<file path="src/rtl/ooca_defs.sv">
// Shared opcode and pipeline-state definitions for the ooca core stages.
package ooca_defs;

  typedef enum logic [3:0] {
    OP_NOP  = 4'h0,
    OP_ADD  = 4'h1,
    OP_SUB  = 4'h2,
    OP_AND  = 4'h3,
    OP_OR   = 4'h4,
    OP_XOR  = 4'h5,
    OP_SHL  = 4'h6,
    OP_SHR  = 4'h7,
    OP_ADDI = 4'h8,
    OP_LDI  = 4'h9,
    OP_LD   = 4'hA,
    OP_ST   = 4'hB,
    OP_RSVC = 4'hC,
    OP_RSVD = 4'hD,
    OP_RSVE = 4'hE,
    OP_JMP  = 4'hF
  } opcode_e;

  typedef enum logic [1:0] {
    ST_RUN      = 2'd0,
    ST_REDIRECT = 2'd1,
    ST_SQUASH   = 2'd2
  } id_state_e;

endpackage

</file>
<file path="src/rtl/id_decoder.sv">
// Pure combinational instruction decode: fields, control bits and immediate.
module id_decoder
  import ooca_defs::*;
(
  input  logic [15:0] instr,
  output logic [3:0]  opcode,
  output logic [3:0]  rd,
  output logic [3:0]  rs,
  output logic [3:0]  rt,
  output logic [15:0] imm,
  output logic        reg_write,
  output logic        mem_read,
  output logic        mem_write,
  output logic        illegal,
  output logic        is_jmp
);

  opcode_e op;

  assign op     = opcode_e'(instr[15:12]);
  assign opcode = instr[15:12];
  assign rd     = instr[11:8];
  assign rs     = instr[7:4];
  assign rt     = instr[3:0];

  always_comb begin
    imm       = 16'h0000;
    reg_write = 1'b0;
    mem_read  = 1'b0;
    mem_write = 1'b0;
    illegal   = 1'b0;
    is_jmp    = 1'b0;
    case (op)
      OP_NOP: ;
      OP_ADD, OP_SUB, OP_AND, OP_OR, OP_XOR, OP_SHL, OP_SHR: reg_write = 1'b1;
      OP_ADDI: begin
        reg_write = 1'b1;
        imm       = {{12{instr[3]}}, instr[3:0]};
      end
      OP_LDI: begin
        reg_write = 1'b1;
        imm       = {{8{instr[7]}}, instr[7:0]};
      end
      OP_LD: begin
        reg_write = 1'b1;
        mem_read  = 1'b1;
      end
      OP_ST:  mem_write = 1'b1;
      OP_JMP: begin
        is_jmp = 1'b1;
        imm    = {{4{instr[11]}}, instr[11:0]};
      end
      default: illegal = 1'b1;
    endcase
  end

endmodule

</file>
<file path="src/rtl/id_stage.sv">
// Decode stage: registers decoded fields and squashes the two words behind a taken JMP.
//   state       | meaning
//   ST_RUN      | accepting words from fetch
//   ST_REDIRECT | load_pc just pulsed; drop the word already in flight
//   ST_SQUASH   | drop the second word fetched before the redirect landed
module id_stage
  import ooca_defs::*;
(
  input  logic        clk,
  input  logic        rst,
  input  logic [15:0] pc,
  input  logic [15:0] instr,
  input  logic        instr_valid,
  input  logic        stall,
  input  logic        flush,
  output logic        id_valid,
  output logic [15:0] id_pc,
  output logic [3:0]  opcode,
  output logic [3:0]  rd,
  output logic [3:0]  rs,
  output logic [3:0]  rt,
  output logic [15:0] imm,
  output logic        reg_write,
  output logic        mem_read,
  output logic        mem_write,
  output logic        illegal,
  output logic        load_pc,
  output logic [15:0] pc_in
);

  id_state_e   state, state_next;
  logic        accept;
  logic [3:0]  dec_opcode, dec_rd, dec_rs, dec_rt;
  logic [15:0] dec_imm;
  logic        dec_reg_write, dec_mem_read, dec_mem_write, dec_illegal, dec_jmp;

  id_decoder u_dec (
    .instr     (instr),
    .opcode    (dec_opcode),
    .rd        (dec_rd),
    .rs        (dec_rs),
    .rt        (dec_rt),
    .imm       (dec_imm),
    .reg_write (dec_reg_write),
    .mem_read  (dec_mem_read),
    .mem_write (dec_mem_write),
    .illegal   (dec_illegal),
    .is_jmp    (dec_jmp)
  );

  assign accept = (state == ST_RUN) && instr_valid && !stall && !flush;

  always_ff @(posedge clk) begin
    if (rst) state <= ST_RUN;
    else     state <= state_next;
  end

  always_comb begin
    state_next = state;
    if (flush) begin
      state_next = ST_RUN;
    end else if (!stall) begin
      case (state)
        ST_RUN:      if (accept && dec_jmp) state_next = ST_REDIRECT;
        ST_REDIRECT: state_next = ST_SQUASH;
        ST_SQUASH:   state_next = ST_RUN;
        default:     state_next = ST_RUN;
      endcase
    end
  end

  // load_pc defaults low every cycle so the redirect pulse never outlives one edge, stall or not.
  always_ff @(posedge clk) begin
    if (rst) begin
      id_valid  <= 1'b0;
      id_pc     <= 16'h0000;
      opcode    <= 4'h0;
      rd        <= 4'h0;
      rs        <= 4'h0;
      rt        <= 4'h0;
      imm       <= 16'h0000;
      reg_write <= 1'b0;
      mem_read  <= 1'b0;
      mem_write <= 1'b0;
      illegal   <= 1'b0;
      load_pc   <= 1'b0;
      pc_in     <= 16'h0000;
    end else begin
      load_pc <= 1'b0;
      if (flush) begin
        id_valid <= 1'b0;
      end else if (!stall) begin
        id_valid <= accept;
        if (accept) begin
          id_pc     <= pc;
          opcode    <= dec_opcode;
          rd        <= dec_rd;
          rs        <= dec_rs;
          rt        <= dec_rt;
          imm       <= dec_imm;
          reg_write <= dec_reg_write;
          mem_read  <= dec_mem_read;
          mem_write <= dec_mem_write;
          illegal   <= dec_illegal;
          if (dec_jmp) begin
            pc_in   <= pc + dec_imm;
            load_pc <= 1'b1;
          end
        end
      end
    end
  end

endmodule

</file>
<file path="config.mk">
export PLATFORM = sky130hd
export DESIGN_NAME = id_stage
export DESIGN_NICKNAME = d
export VERILOG_FILES = /design/src/rtl/ooca_defs.sv /design/src/rtl/id_decoder.sv /design/src/rtl/id_stage.sv
export SDC_FILE = /design/constraint.sdc
export NUM_CORES = 1
export LEC_CHECK = 0
export CAP_MARGIN = 20
export CORE_MARGIN = 2
export CORE_UTILIZATION = 48
export CTS_BUF_LIST = sky130_fd_sc_hd__clkbuf_8
export DETAILED_ROUTE_END_ITERATION = 12
export PLACE_DENSITY = 0.86
export SYNTH_ARGS = -nofsm -noshare
export SYNTH_HDL_FRONTEND = slang
export SYNTH_SLANG_ARGS = --single-unit
</file>
<file path="constraint.sdc">
create_clock -name clk -period 3.7 [get_ports clk]
set_input_delay 0.37 -clock clk [delete_from_list [all_inputs] [get_ports clk]]
set_output_delay 0.37 -clock clk [all_outputs]
set_load 0.03 [all_outputs]
</file>
==> impl_results.md <==
* CP Class: in -> reg
* Final wirelength at 9600 um
* Max-slew headroom at 38.7%
* Most frequent cells in the layout: 111 x nand2_1, 105 x clkdlybuf4s50_1, 69 x a21oi_1
* Max Slew Vio Count at 0
* CTS Buf Count at 9
* Final ANT Viol Nets at 0
* Row cnt at 30
* Ports at 107
* PortBufs at 106
* First drt pass iteration count at 4
* Number of global-route vias before repair at 3141
* Placed instance area at 4520 um^2
* Core ar. at 6870 um^2
* Fin nets at 575
* Resized Gates After CTS at 0
* Diode count at 0
* Largest net degree at the start of global routing at 53
* Hold Path Class: reg -> reg
* EDFF count, synth at 0
* Status: finished clean
* Clock sinks at 68
* Required time of the critical path at 3.98 ns
* Final Hold Vio Count at 0
* Initial Utilization at 50.1%
* Die ar. at 7870 um^2
* Placer Congestion at 0.869
* Yosys top cell area share at 39.5%
* Worst Tran Pin Value at 0.920 ns
* CTS tree: yes
* Combinational power share at 17.0%
* Register area share after synthesis at 39.5%
* Seq cells post-synth at 68
* Post-route minimum period at 3.31 ns
* Hold slack at 0.452 ns
* Crit Path Max Fanout at 10
* Avg Cell Area, Syn at 7.94 um^2
* Sw frac at 28.0%
* Skew final at 0.00506 ns
* Max-Cap Viols at 0
* Hold Buf Count CTS at 0
* Total nets after synthesis at 483
* Final Setup Violations at 0
* # DRC at 0
* Fillers at 572
* Layout cells sized above 1 at 8.47%
* Max VDD drop at 0.000165 V
* Antenna violations before repair at 0
* H-tree depth at 3
* Dominant cell type by area after synthesis: dfxtp_1
* Sw power at 442 uW
* Setup TNS at 0 ns
* Period utilization at 89.4%
* Pleak at 0.00171 uW
* Detailed-placement wirelength estimate at 7040 um
* Cell-internal power at 1140 uW
* Clock root buffer: clkbuf_8
* Unrepaired setup endpoints after global routing: false
* Post-CTS Setup Inserts at 0
* Clock network power share at 35.2%
* Layout Utilization at 68.5%
* Pwr Density at 335 nW/um^2
* Vias/cell at 5.46
* Main flop type after synthesis: dfxtp_1
* GRT Util Overall at 24.6%
* Crit path DAT at 3.59 ns
* Startpoint Class: primary input
* Bufs on Longest Clock Path at 2
* Most common cell after layout, fill and taps aside: nand2_1
* Post-Syn Instances at 434
* Crit. End Element: register
* Ys Warns at 0
* Yosys cell types at 66
* Die Wd at 88.7 um
* Final Cell Area at 4700 um^2
* Chip Height at 88.7 um
* Post-Syn Area at 3440 um^2
* Iter 0 DRT Violations at 168
* Ranking of synthesized cells by area: dfxtp_1 40%, nand2_1 12%, a21oi_1 10%
* Flop pwr share at 47.8%
* WL per Instance at 15.3 um
* First-pass GRT wire length at 15000 um
* Clk slew on worst S/H paths at 0.07 ns
* Grt ovf at 0
* Area grow syn2layout at 36.5%
* Vias at 3426
* Post-synth ARST share at 0%
* Clock latency on the worst-skew pair at 0.34 ns
* Fmax at 302 MHz
[worst max-delay path, cell delays in order]
cell	delay, ns
clkdlybuf4s50_1	0.67
and3_4	0.29
o21a_1	0.16
and2_1	0.16
ha_1	0.17
inv_1	0.05
fa_1	0.41
nor2b_2	0.15
o211ai_1	0.13
a21boi_1	0.30
o21ai_1	0.13
a2111oi_0	0.43
a311o_1	0.16
[area by class of cell]
type	count	area (um^2)	share of cell area [%]
repair buffers	113	1110	23.6
clock buffers	11	151	3.22
multi-input cells	326	1900	40.5
clock inverters	5	27.5	0.585
well taps	96	120	2.55
inverters	8	30.0	0.638
flip-flops and latches	68	1360	28.9
[power by group through the flow]
| stage | logic (uW) | clock network [uW] | registers (uW) |
|---|---|---|---|
| 4_1_cts | 267 | 562 | 755 |
| 3_5_place_dp | 265 | 0 | 772 |
| 2_1_floorplan | 129 | 0 | 801 |
| 5_1_grt | 290 | 597 | 756 |
| 6_report | 268 | 555 | 755 |
| 3_3_place_gp | 261 | 0 | 771 |
[per-layer routing]
metal | part of all wire [%] | wire length, um | track usage [%] | vias up
li1 | - | - | - | 1692
met1 | 43 | 4130 | 32.2 | 1613
met2 | 50 | 4770 | 40.0 | 108
met3 | 6.1 | 581 | 5.88 | 13
met4 | 1.2 | 118 | 7.71 | 0
met5 | 0 | 0 | 0 | -
[kinds of logic after synthesis]
| kind of cell | after synthesis | synth area share (%) |
|---|---|---|
| xor+xnor | 5 | 1.49 |
| flops | 68 | 39.5 |
| compound gates | 119 | 22.0 |
| mux | 3 | 1.02 |
| simple gates | 187 | 25.9 |
| buf+inv | 40 | 5.48 |
| fa+ha+maj | 12 | 4.58 |
[final timing paths]
check | slack (ns) | from | cells after the start | endpoint
hold reg to reg | 0.45 | id_pc[11]$_SDFFE_PP0P_ | 2 | id_pc[11]$_SDFFE_PP0P_
setup / recovery | 0.39 | instr[14] | 13 | pc_in[10]$_SDFFE_PP0P_
hold / removal | 0.45 | id_pc[11]$_SDFFE_PP0P_ | 2 | id_pc[11]$_SDFFE_PP0P_
setup reg to reg | 1.59 | state[1]$_SDFFE_PP0P_ | 4 | mem_write$_SDFFE_PP0P_
[Yosys cell counts (all sizes together) (2+ instances only)]
cell and instances:
a211o 2, a211oi 3, a21o 5, a21oi 71
a31o 2, a32oi 2, and2 9, and3 2
and4 3, buf 16, clkbuf 16, dfxtp 68
ha 11, inv 8, mux2i 2, nand2 111
nand2b 3, nand3 8, nand3b 5, nand4 4
nor2 16, nor2b 3, nor3 8, nor3b 5
nor4 3, o211ai 9, o21a 4, o21ai 9
o31ai 2, or3 2, or4 2, xnor2 3
xor2 2
[registers in the layout (all words and copies together), names as in the netlist]
register   cells
id_valid       1
id_pc         16
reg_write      1
opcode         4
load_pc        1
rd             4
rt             4
mem_write      1
imm           12
pc_in         16
state          2
illegal        1
mem_read       1
rs             4
[stage by stage]
stage / instances / worst slack, ns / power, uW
finish: 627 / 0.391 / 1580
global route: 627 / 0.0115 / 1640
CTS: 627 / 0.417 / 1580
detailed placement: 611 / 0.0909 / 1040
global placement: 611 / 0.213 / 1030
floorplan: 434 / 0.960 / 929
Note: power is estimated with default switching activity, not from simulation.
